--- src/rtl/npu_mem_pkg.sv ---
// Shared definitions for the scratchpad memory subsystem: default bus widths
// and the read-stage FSM state encoding.
package npu_mem_pkg;

    localparam int unsigned ADDR_W_DEF = 10;
    localparam int unsigned DATA_W_DEF = 16;
    localparam int unsigned CNT_W_DEF  = 10;

    typedef enum logic [1:0] {
        ST_IDLE  = 2'd0,
        ST_RUN   = 2'd1,
        ST_DRAIN = 2'd2
    } rd_state_e;

    // A tile with either dimension zero issues no reads at all.
    function automatic logic tile_is_empty(input logic [CNT_W_DEF-1:0] cols,
                                           input logic [CNT_W_DEF-1:0] rows);
        return (cols == {CNT_W_DEF{1'b0}}) || (rows == {CNT_W_DEF{1'b0}});
    endfunction

endpackage

--- src/rtl/tile_addr_gen.sv ---
// 2-D tile address walker: column/row counters, row base and the registered
// read address, plus end-of-row / end-of-tile flags for the current address.
module tile_addr_gen #(
    parameter int unsigned ADDR_WIDTH = 10,
    parameter int unsigned CNT_WIDTH  = 10
) (
    input  logic                  clk,
    input  logic                  rst_n,
    input  logic                  load_i,
    input  logic [ADDR_WIDTH-1:0] base_i,
    input  logic [CNT_WIDTH-1:0]  cols_i,
    input  logic [CNT_WIDTH-1:0]  rows_i,
    input  logic [ADDR_WIDTH-1:0] stride_i,
    input  logic                  adv_i,
    output logic [ADDR_WIDTH-1:0] raddr_o,
    output logic                  eol_o,
    output logic                  last_o
);

    logic [CNT_WIDTH-1:0]  cols_q,     cols_d;
    logic [CNT_WIDTH-1:0]  rows_q,     rows_d;
    logic [ADDR_WIDTH-1:0] stride_q,   stride_d;
    logic [CNT_WIDTH-1:0]  col_cnt_q,  col_cnt_d;
    logic [CNT_WIDTH-1:0]  row_cnt_q,  row_cnt_d;
    logic [ADDR_WIDTH-1:0] row_base_q, row_base_d;
    logic [ADDR_WIDTH-1:0] addr_q,     addr_d;
    logic [ADDR_WIDTH-1:0] next_row_s;
    logic                  eol_s;
    logic                  last_s;

    // Flags describe the word at the current address; sums wrap naturally.
    always_comb begin
        eol_s      = (col_cnt_q == (cols_q - CNT_WIDTH'(1)));
        last_s     = eol_s && (row_cnt_q == (rows_q - CNT_WIDTH'(1)));
        next_row_s = row_base_q + stride_q;
    end

    // Next-state for the walker: command load takes priority over advancing.
    always_comb begin
        cols_d     = cols_q;
        rows_d     = rows_q;
        stride_d   = stride_q;
        col_cnt_d  = col_cnt_q;
        row_cnt_d  = row_cnt_q;
        row_base_d = row_base_q;
        addr_d     = addr_q;
        if (load_i) begin
            cols_d     = cols_i;
            rows_d     = rows_i;
            stride_d   = stride_i;
            col_cnt_d  = {CNT_WIDTH{1'b0}};
            row_cnt_d  = {CNT_WIDTH{1'b0}};
            row_base_d = base_i;
            addr_d     = base_i;
        end else if (adv_i) begin
            if (eol_s) begin
                col_cnt_d  = {CNT_WIDTH{1'b0}};
                row_cnt_d  = row_cnt_q + CNT_WIDTH'(1);
                row_base_d = next_row_s;
                addr_d     = next_row_s;
            end else begin
                col_cnt_d  = col_cnt_q + CNT_WIDTH'(1);
                addr_d     = addr_q + ADDR_WIDTH'(1);
            end
        end else begin
            addr_d = addr_q;
        end
    end

    // Walker state registers.
    always_ff @(posedge clk or negedge rst_n) begin
        if (!rst_n) begin
            cols_q     <= {CNT_WIDTH{1'b0}};
            rows_q     <= {CNT_WIDTH{1'b0}};
            stride_q   <= {ADDR_WIDTH{1'b0}};
            col_cnt_q  <= {CNT_WIDTH{1'b0}};
            row_cnt_q  <= {CNT_WIDTH{1'b0}};
            row_base_q <= {ADDR_WIDTH{1'b0}};
            addr_q     <= {ADDR_WIDTH{1'b0}};
        end else begin
            cols_q     <= cols_d;
            rows_q     <= rows_d;
            stride_q   <= stride_d;
            col_cnt_q  <= col_cnt_d;
            row_cnt_q  <= row_cnt_d;
            row_base_q <= row_base_d;
            addr_q     <= addr_d;
        end
    end

    assign raddr_o = addr_q;
    assign eol_o   = eol_s;
    assign last_o  = last_s;

endmodule

--- src/rtl/mem_tile_reader.sv ---
// Scratchpad read stage: walks a 2-D tile through the combinational read port
// and presents the words as a valid/ready stream with row and tile markers.
module mem_tile_reader
    import npu_mem_pkg::*;
#(
    parameter int unsigned ADDR_WIDTH = ADDR_W_DEF,
    parameter int unsigned DATA_WIDTH = DATA_W_DEF,
    parameter int unsigned CNT_WIDTH  = CNT_W_DEF
) (
    input  logic                  clk,
    input  logic                  rst_n,
    input  logic                  start_i,
    input  logic [ADDR_WIDTH-1:0] base_i,
    input  logic [CNT_WIDTH-1:0]  cols_i,
    input  logic [CNT_WIDTH-1:0]  rows_i,
    input  logic [ADDR_WIDTH-1:0] stride_i,
    output logic                  busy_o,
    output logic                  done_o,
    output logic [ADDR_WIDTH-1:0] raddr_o,
    output logic                  ren_o,
    input  logic [DATA_WIDTH-1:0] rdata_i,
    output logic                  m_valid_o,
    input  logic                  m_ready_i,
    output logic [DATA_WIDTH-1:0] m_data_o,
    output logic                  m_eol_o,
    output logic                  m_last_o
);

    rd_state_e             state_q, state_d;
    logic                  busy_q, busy_d;
    logic                  done_q, done_d;
    logic                  m_valid_q, m_valid_d;
    logic [DATA_WIDTH-1:0] m_data_q, m_data_d;
    logic                  m_eol_q, m_eol_d;
    logic                  m_last_q, m_last_d;
    logic                  ren_s;
    logic                  hs_s;
    logic                  load_s;
    logic                  empty_s;
    logic                  ag_eol_s;
    logic                  ag_last_s;

    // Read issue is gated by output-stage occupancy, so a stall costs no reads.
    always_comb begin
        ren_s   = (state_q == ST_RUN) && (!m_valid_q || m_ready_i);
        hs_s    = m_valid_q && m_ready_i;
        load_s  = (state_q == ST_IDLE) && start_i;
        empty_s = (cols_i == {CNT_WIDTH{1'b0}}) || (rows_i == {CNT_WIDTH{1'b0}});
    end

    tile_addr_gen #(
        .ADDR_WIDTH (ADDR_WIDTH),
        .CNT_WIDTH  (CNT_WIDTH)
    ) u_addr_gen (
        .clk      (clk),
        .rst_n    (rst_n),
        .load_i   (load_s),
        .base_i   (base_i),
        .cols_i   (cols_i),
        .rows_i   (rows_i),
        .stride_i (stride_i),
        .adv_i    (ren_s),
        .raddr_o  (raddr_o),
        .eol_o    (ag_eol_s),
        .last_o   (ag_last_s)
    );

    // FSM next-state plus the done pulse and registered busy flag.
    always_comb begin
        state_d = state_q;
        done_d  = 1'b0;
        case (state_q)
            ST_IDLE: begin
                if (load_s && empty_s) begin
                    done_d = 1'b1;
                end else if (load_s) begin
                    state_d = ST_RUN;
                end else begin
                    state_d = ST_IDLE;
                end
            end
            ST_RUN: begin
                if (ren_s && ag_last_s) begin
                    state_d = ST_DRAIN;
                end else begin
                    state_d = ST_RUN;
                end
            end
            ST_DRAIN: begin
                if (hs_s && m_last_q) begin
                    state_d = ST_IDLE;
                    done_d  = 1'b1;
                end else begin
                    state_d = ST_DRAIN;
                end
            end
            default: begin
                state_d = ST_IDLE;
            end
        endcase
        busy_d = (state_d != ST_IDLE);
    end

    // Single output register: load on read, clear on handshake, else hold.
    always_comb begin
        m_valid_d = m_valid_q;
        m_data_d  = m_data_q;
        m_eol_d   = m_eol_q;
        m_last_d  = m_last_q;
        if (ren_s) begin
            m_valid_d = 1'b1;
            m_data_d  = rdata_i;
            m_eol_d   = ag_eol_s;
            m_last_d  = ag_last_s;
        end else if (m_ready_i) begin
            m_valid_d = 1'b0;
        end else begin
            m_valid_d = m_valid_q;
        end
    end

    // Control and output-stage registers; reset drops any in-flight beat.
    always_ff @(posedge clk or negedge rst_n) begin
        if (!rst_n) begin
            state_q   <= ST_IDLE;
            busy_q    <= 1'b0;
            done_q    <= 1'b0;
            m_valid_q <= 1'b0;
            m_data_q  <= {DATA_WIDTH{1'b0}};
            m_eol_q   <= 1'b0;
            m_last_q  <= 1'b0;
        end else begin
            state_q   <= state_d;
            busy_q    <= busy_d;
            done_q    <= done_d;
            m_valid_q <= m_valid_d;
            m_data_q  <= m_data_d;
            m_eol_q   <= m_eol_d;
            m_last_q  <= m_last_d;
        end
    end

    assign ren_o     = ren_s;
    assign busy_o    = busy_q;
    assign done_o    = done_q;
    assign m_valid_o = m_valid_q;
    assign m_data_o  = m_data_q;
    assign m_eol_o   = m_eol_q;
    assign m_last_o  = m_last_q;

endmodule

--- config.mk ---
export PLATFORM = sky130hd
export DESIGN_NAME = mem_tile_reader
export DESIGN_NICKNAME = d
export VERILOG_FILES = /design/src/rtl/npu_mem_pkg.sv /design/src/rtl/tile_addr_gen.sv /design/src/rtl/mem_tile_reader.sv
export SDC_FILE = /design/constraint.sdc
export NUM_CORES = 1
export LEC_CHECK = 0
export CORE_MARGIN = 2
export CORE_UTILIZATION = 45
export CTS_CLUSTER_DIAMETER = 40
export DETAILED_ROUTE_END_ITERATION = 8
export PLACE_DENSITY_LB_ADDON = 0.25
export SLEW_MARGIN = 5
export SYNTH_ARGS = -nofsm -noshare
export SYNTH_HDL_FRONTEND = slang
export SYNTH_SLANG_ARGS = --single-unit
--- constraint.sdc ---
create_clock -name clk -period 3 [get_ports clk]
set_clock_uncertainty 0.2 [all_clocks]
set_input_delay 0.6 -clock clk [delete_from_list [all_inputs] [get_ports clk]]
set_output_delay 0.6 -clock clk [all_outputs]
set_load 0.02 [all_outputs]
# == Word level (Yosys, flattened, before mapping) ==
# Cells that the tools add are included.
# W data, S select, Z words.
# classes
addsub,6
mul,0
div,0
order_cmp,0
n_eq_ne,4
n_shift,0
muxes,22
bitwise_logic,0
reduce_logical,18
# ops
operator,count
$mux W10,12
$add A10 B1 Y10 const B,3
$eq A10 B10 Y1,2
$logic_not A10 Y1,2
$sub A10 B1 Y10 const B,2
$add A10 B10 Y10,1
$reduce_bool A2 Y1,4
$logic_and A1 B1 Y1,7
$mux W2,3
$pmux W2 S3,1
$mux W1,5
$eq A2 B1 Y1 const B,1
$eq A2 B2 Y1 const B,1
$logic_not A2 Y1,1
$logic_or A1 B1 Y1,2
$pmux W1 S2,1
$reduce_and A2 Y1,1
$logic_not A1 Y1,1
# word_totals
reg_bits,93
latch_bits,0
mem_bits_rw,0
mem_bits_ro,0
output_inout_bits,32
mem_count,0

# == Longest topological paths before layout ==
# Gate-level depths: netlist (run 1).
# depth
ltp_word,7
ltp_mapped,10

# == By module ==
# From an unflattened synthesis (run 1), not the netlist that was laid out.
# unflattened
hier_cells,545
hier_area_um2,5480.3
# modules_own_cells
module,n_inst,cells_each,area_each_um2
tile_addr_gen,1,478,4496.8
mem_tile_reader,1,67,983.4

# == Worst setup path before layout (run 1) ==
# No wires, ideal clock.
# synth_timing
kind,register -> register
from,register u_addr_gen.cols_q[0]
to,register u_addr_gen.row_base_q[9]
setup_ns,0.124
arrival_time_ns,2.550
required_ns,2.676
setup_slack_ns,0.126
path_stages_with_launch,11
cell_sequence,dfrtp_1 > inv_1 > ha_1 > or4b_4 > nor2_4 > xnor2_1 > nor4_4 > and3_1 > buf_4 > a21oi_1 > o31a_1
# synth_via
elab_chain_cells,4
# synth_rtl
item,line,source
from (decl),tile_addr_gen.sv:20,"logic [CNT_WIDTH-1:0] cols_q, cols_d;"
from (signal assigned),tile_addr_gen.sv:73,cols_q <= {CNT_WIDTH{1'b0}};
from (signal assigned),tile_addr_gen.sv:81,cols_q <= cols_d;
$sub A10 B1 Y10,tile_addr_gen.sv:33,eol_s = (col_cnt_q == (cols_q - CNT_WIDTH'(1)));
$eq A10 B10 Y1,tile_addr_gen.sv:33,
$reduce_bool A2 Y1 (no source line),n/a,
$reduce_and A2 Y1 (no source line),n/a,
to (signal assigned),tile_addr_gen.sv:78,row_base_q <= {ADDR_WIDTH{1'b0}};
to (signal assigned),tile_addr_gen.sv:86,row_base_q <= row_base_d;
to (decl),tile_addr_gen.sv:25,"logic [ADDR_WIDTH-1:0] row_base_q, row_base_d;"
# Every way passes these cells.
# A chain may end at the register's enable or synchronous reset.

# == Final worst setup path (run 1) ==
# Ends and elaborated chain as after synthesis.

==> results of run 1 <==
[routing by layer]
layer	global-route usage, %	vias up	wire length [µm]
li1	-	2278	-
met1	28.51	2275	5928
met2	36.14	118	6433
met3	5.076	18	772
met4	9.919	0	295
met5	0	-	0
[layout make-up]
type,count,area [µm²],area share [%]
Clock inverter,4,95.09,1.391
Clock buffer,11,252.7,3.696
Multi-Input combinational cell,464,2796,40.90
Timing Repair Buffer,113,1105,16.16
Sequential cell,93,2327,34.03
Tap cell,143,178.9,2.617
Inverter,22,82.58,1.208
[sequential cells by signal (all words and copies together), names as in the netlist, 2 cells and up]
signal	flops
u_addr_gen.col_cnt_q	10
u_addr_gen.stride_q	10
u_addr_gen.raddr_o	10
u_addr_gen.rows_q	10
u_addr_gen.row_base_q	10
m_data_o	16
state_q	2
u_addr_gen.cols_q	10
u_addr_gen.row_cnt_q	10
[critical path, delay by kind of cell, from the launching register on]
kind / cells / cell delay [ns]
adder cells (fa/ha/maj): 1 / 0.18
AO/OA/AOI/OAI: 4 / 0.77
AND/OR/NAND/NOR: 3 / 0.93
buffers and inverters: 2 / 0.24
flip-flops: 1 / 0.41
[power by group through the flow]
stage	Combinational (W)	Clock [W]	Sequential (W)
3_3_place_gp	0.000993	0	0.00160
2_1_floorplan	0.000541	0	0.00163
5_1_grt	0.00114	0.00141	0.00161
6_report	0.00103	0.00133	0.00159
3_5_place_dp	0.00102	0	0.00160
4_1_cts	0.00103	0.00136	0.00158
[what timing repair did]
| action | CTS | global route |
|---|---|---|
| resized for setup | 0 | 8 |
| endpoints found under the setup margin | 0 | 10 |
| buffers inserted | 0 | 1 |
[worst max path at each step]
stage	from	to	slack, ns	cells after the start
after floorplan	u_addr_gen.cols_q[0]	u_addr_gen.row_base_q[9]	0.13	10
after global placement	m_ready_i	ren_o	0.06	5
after detailed placement	m_ready_i	u_addr_gen.row_cnt_q[8]	0.02	8
after CTS	m_ready_i	ren_o	0.06	5
after global routing	u_addr_gen.cols_q[0]	u_addr_gen.row_cnt_q[6]	-0.003	9
final	u_addr_gen.cols_q[0]	u_addr_gen.row_base_q[9]	0.15	10
[per-stage QoR]
step	TNS [ns]	instances
2_1_floorplan	0	603
3_3_place_gp	0	834
3_5_place_dp	0	834
4_1_cts	0	849
5_1_grt	-0.002507	850
6_report	0	850
[synthesized netlist by cell type (3+ instances only)]
cell and count:
a211oi_1 3, a21oi_1 19, a22oi_1 3, a31o_2 4, a31oi_1 6, and2_1 3
and3_1 6, buf_4 4, clkbuf_1 18, dfrtp_1 93, ha_1 14, inv_1 22
mux2i_1 17, nand2_1 173, nand2b_1 11, nand3_1 23, nand4_1 4, nor2_1 20
nor2b_1 7, nor3_1 10, nor4_1 9, o2111ai_1 3, o211ai_1 10, o21ai_0 29
or3_1 9, or4_1 3, xnor2_1 21, xor2_1 17
[cell families after synthesis]
| logic type | synth area share (%) |
|---|---|
| AND/OR/NAND/NOR | 26.04 |
| AO/OA/AOI/OAI | 12.59 |
| flip-flops | 44.02 |
| buffers and inverters | 3.716 |
| XOR/XNOR | 6.722 |
| multiplexers | 3.219 |
| adder cells (fa/ha/maj) | 3.692 |
==> summary.md, run 1 <==
| Metric | Value |
|---|---|
| Clock Path Buffers | `2` |
| Ys async rst share | `100.0%` |
| Min Tclk post-route | `2.848 ns` |
| Core area | `11,420 µm²` |
| Slowest stage cell, crit path | `or4b_4` |
| Synth top area cells | `dfrtp_1, nand2_1, xnor2_1` |
| Synth top area share | `44.02%` |
| DRC viols | `0` |
| Clk root buf | `clkbuf_16` |
| Most common cell after layout, fill and taps aside | `nand2_1` |
| Initial Util | `46.30%` |
| Routed wire per std cell | `15.80 µm` |
| Worst-path clk slew | `0.07 ns` |
| Reg2reg setup slack | `0.15 ns` |
| Top FF cell, synth | `dfrtp_1` |
| Vias | `4,689` |
| Cells after Synth | `603` |
| Clock Latency Late Sink | `0.35 ns` |
| Hold Violations, Final | `0` |
| H-tree Lvls | `3` |
| Crit-path max FO | `8` |
| Via density | `5.516` |
| Post-route cell area | `6838 µm²` |
| Nature of the critical path endpoint | `register` |
| Boundary Pins | `92` |
| CTS Buf Count | `9` |
| CTS tree | `built` |
| Crit path top cell by count | `and3_1` |
| Largest net degree at the start of global routing | `60` |
| Most frequent cells in the layout | `nand2_1, dfrtp_1, clkdlybuf4s50_1` |
| Nets@finish | `778` |
| Sequential-to-total area share from yosys stat | `44.02%` |
| CP arrival | `2.88 ns` |
| Hold buffer count at cts | `0` |
| Switching power | `0.001179 W` |
| Tot GR Track Use | `22.23%` |
| CTS sink count | `93` |
| WL final | `13.43 mm` |
| Final GP Congestion | `0.8832` |
| Max Freq | `351.1 MHz` |
| Synth cell types | `64` |
| Initial antenna violation count | `0` |
| Die X | `112.4 µm` |
| Fillers | `1,029` |
| Die ar. | `12,630 µm²` |
| Mapped Area | `5286 µm²` |
| Int Pwr | `0.002767 W` |
| Die Ht | `112.4 µm` |
| Worst-margin pin slew | `0.4917 ns` |
| Worst reg2reg startpoint | `u_addr_gen.cols_q[0]` |
| GR Overflow Total | `0` |
| Cell chain of the critical path | `inv_1 -> ha_1 -> or4b_4 -> o211ai_1 -> o311a_1 -> a21oi_2 -> and3_1 -> buf_12 -> and3_1 -> o31a_1` |
| Slew Viols, Final | `0` |
| Sw Ratio | `29.88%` |
| Hold Crit Class | `input port to async pin` |
| Setup-failing EPs final | `0` |
| Max Cap Violations | `0` |
| Synthesized area per cell | `8.767 µm²` |
| Crit path required time | `3.03 ns` |
| Crit path largest cell delay | `0.50 ns` |
| Rel. slew slack | `67.22%` |
| Share of power burned in registers | `40.2%` |
| Syn Nets | `678` |
| Power Density | `577.1 nW/µm²` |
| Post-DP Area | `6444 µm²` |
| Worst setup margin | `0.1517 ns` |
| Number of synthesized register bits | `93` |
| Detail Placement HPWL | `9.736 mm` |
| Area grow syn2layout | `29.35%` |
| Number of port buffers | `91` |
| Outcome | `finished clean` |
| Vias in the first global route | `4,660` |
| Layout cell share with drive strength beyond 1 | `8.345%` |
| Number of synthesized flops with an enable pin | `0` |
| Post-layout util | `59.88%` |
| Rows | `39` |
| Wire length of the first global-routing pass | `22.67 mm` |
| Number of diodes | `0` |
| Ys Warns | `0` |
| Kind of critical path | `register to register` |
| Final ANT Viol Nets | `0` |
| Period utilisation layout | `94.94%` |
| Clock power share | `33.8%` |
| DRT Pass-1 Iters | `4` |
| Pre-CTS WS | `0.01794 ns` |
| DRT iter0 DRCs | `311` |
| Power consumption | `0.003946 W` |
| Yosys top cell by area | `dfrtp_1` |
| Peak VDD IR | `0.0002740 V` |
| Pleak | `3.183 nW` |
| RR Endpoint | `u_addr_gen.row_base_q[9]` |
| CP startpoint kind | `register` |
| R2R depth | `10` |
| Final Hold Slack | `0.01331 ns` |
| Gate power share | `26.0%` |
(Power assumes the default switching activity.)
==> inputs of run 2 (changes only) <==
--- a/config.mk
+++ b/config.mk
@@ -5,12 +5,13 @@
 export SDC_FILE = /design/constraint.sdc
 export NUM_CORES = 1
 export LEC_CHECK = 0
+export CAP_MARGIN = 20
 export CORE_MARGIN = 2
 export CORE_UTILIZATION = 45
 export CTS_CLUSTER_DIAMETER = 40
 export DETAILED_ROUTE_END_ITERATION = 8
 export PLACE_DENSITY_LB_ADDON = 0.25
-export SLEW_MARGIN = 5
+export SLEW_MARGIN = 10
 export SYNTH_ARGS = -nofsm -noshare
 export SYNTH_HDL_FRONTEND = slang
 export SYNTH_SLANG_ARGS = --single-unit
==> results of run 2 <==
No change in the layout: final DEF, timing and power equal those of run 1.
==> inputs of run 3 (changes only) <==
--- a/config.mk
+++ b/config.mk
@@ -9,6 +9,7 @@
 export CORE_MARGIN = 2
 export CORE_UTILIZATION = 45
 export CTS_CLUSTER_DIAMETER = 40
+export CTS_CLUSTER_SIZE = 24
 export DETAILED_ROUTE_END_ITERATION = 8
 export PLACE_DENSITY_LB_ADDON = 0.25
 export SLEW_MARGIN = 10
==> results of run 3 <==
No change in the layout: final DEF, timing and power equal those of run 1.
==> edit: new RTL, config.mk and constraints of run 3 <==
`DATA_W_DEF`: 16 -> 18.
--- a/src/rtl/npu_mem_pkg.sv
+++ b/src/rtl/npu_mem_pkg.sv
@@ -3,7 +3,7 @@
 package npu_mem_pkg;
 
     localparam int unsigned ADDR_W_DEF = 10;
-    localparam int unsigned DATA_W_DEF = 16;
+    localparam int unsigned DATA_W_DEF = 18;
     localparam int unsigned CNT_W_DEF  = 10;
 
     typedef enum logic [1:0] {
Ports: changed (resized m_data_o and rdata_i); port bits go from 92 to 96. The function was not compared with the original's and may differ.
==> edit against run 3 <==
- final area down 0.38%
- setup slack worse by 0.031 ns
- final cell count up 0.82%
- area after synthesis down 0.33%
- sequential cell count up 2
- routed wire length up 3.7%
Power is not compared: it rests on default switching activity, and its combinational part moved more than twofold at a synthesized area within 25%.
==> edit: results (changes against run 3) <==
| Metric | Value |
|---|---|
| Status | `complete, no violations` |
| Worst Hold Launch | `m_data_o[3]` |
| Sequential share of the synthesized area | `0.4512 (+0.01096)` |
| Root buf cell | `clkbuf_16` |
| DR WL met3 | `502 um (-35%)` |
| Max FFs per register | `18 (+2)` |
| Cts hold-fix bufs | `1 (+1)` |
| DP HPWL | `9976 um (+2.5%)` |
| Layout filler cell count | `1018 (-1.1%)` |
| Total routed wirelength | `13930 um (+3.7%)` |
| Register Area | `0.002377 sq mm (+2.2%)` |
| Leakage | `3.086 nW` |
| Placed Instance Area | `0.006465 sq mm (+0.33%)` |
| Critical path class | `flip-flop to flip-flop` |
| Post-placement cell count | `840 (+0.72%)` |
| Place WS | `0.1028 ns (+0.08488 ns)` |
| Design Power | `6.366 mW` |
| Worst Hold Class | `flip-flop to flip-flop` |
| Met1 wire length | `6172 um (+4.1%)` |
| Post-Syn Area per Cell | `8.637 sq um (-1.5%)` |
| Met2 WL | `6870 um (+6.8%)` |
| Number of diodes | `0 (unchanged)` |
| Pin count of the biggest net entering global routing | `49 (-18%)` |
| Worst R2R End | `u_addr_gen.row_cnt_q[9]` |
| Critical path fanouts, max | `12 (+4)` |
| Non-Filler Instances | `857 (+0.82%)` |
| Vias/cell | `5.553 (+0.66%)` |
| DR pass1 iterations | `4 (unchanged)` |
| CTS H-Tree Depth | `3 (unchanged)` |
| TritonCTS Buffers | `9 (unchanged)` |
| Worst setup path end | `u_addr_gen.row_cnt_q[9]` |
| Clk pin slew, worst setup/hold paths | `0.06 ns` |
| Comb pwr | `2.96 mW` |
| Worst Path Arrival | `2.96 ns (+0.08 ns)` |
| Port bufs | `95 (+4.4%)` |
| Met3 capacity usage during global routing | `0.03456 (-0.01620)` |
| Async SR Flop Fraction | `1.000 (unchanged)` |
| DRC | `0 (unchanged)` |
| Synth top area cells | `dfrtp_1 45%, nand2_1 13%, o21ai_0 4.0%` |
| Layout Nets | `787 (+1.2%)` |
| Worst-margin pin slew | `0.5864 ns (+0.09472 ns)` |
| Met1 usage | `0.2971 (+0.01202)` |
| First-pass GRT wire length | `22950 um (+1.2%)` |
| GPL Wtd Cong | `0.9566 (+8.3%)` |
| Synthesized net count | `687 (+1.3%)` |
| M2 GR Usage | `0.3707 (+0.009237)` |
| Share of cells above drive strength 1 | `0.07983 (-0.003619)` |
| Setup WS post-layout | `0.1207 ns (-0.03102 ns)` |
| Min Hold Slack | `0.2779 ns (+0.2645 ns)` |
| Netlist cell types | `59 (-7.8%)` |
| Vias in the first global route | `4715 (+1.2%)` |
| # resized after CTS | `0 (unchanged)` |
| VDD IR-drop max | `0.4347 mV` |
| DR iter-0 viols | `324 (+4.2%)` |
| Maximum clock path buffer count | `2 (unchanged)` |
| GRT Total Usage | `0.2267 (+0.004353)` |
| Top cells by count, synth | `179 x nand2_1, 95 x dfrtp_1, 42 x o21ai_0` |
==> edit: changes by cell type in the layout (fill, tap and decap cells not counted), sizes merged, moves of 5 or more <==
cell	change
o31ai	+8
or4	+6
nand2	+6
inv	-12
clkdlybuf4s50	+5
mux2i	-7
o21ai	+11
nor2b	-5
==> edit: worst max-delay path, cell delays in order, from the launching register on <==
cell and delay, ns:
dfrtp_1 0.37, inv_1 0.07, ha_2 0.20, nor3b_4 0.22, xnor2_1 0.10, or4_4 0.42, a32oi_2 0.26, nand4_1 0.14
buf_6 0.16, or4b_1 0.51, a21oi_2 0.15
==> edit: final cells by class <==
class,instances,area share
multi-input combinational,474,0.4060
sequential,95,0.3490
timing repair buffer,119,0.1690
clock buffer,11,0.03711
tap,143,0.02627
clock inverter,4,0.006613
inverter,11,0.006062
==> edit: cell families after synthesis <==
logic type / share of synthesized area
compound gates: 0.1382
xor+xnor: 0.05818
fa+ha+maj: 0.03705
buf+inv: 0.02992
flops: 0.4512
mux: 0.01900
simple gates: 0.2664
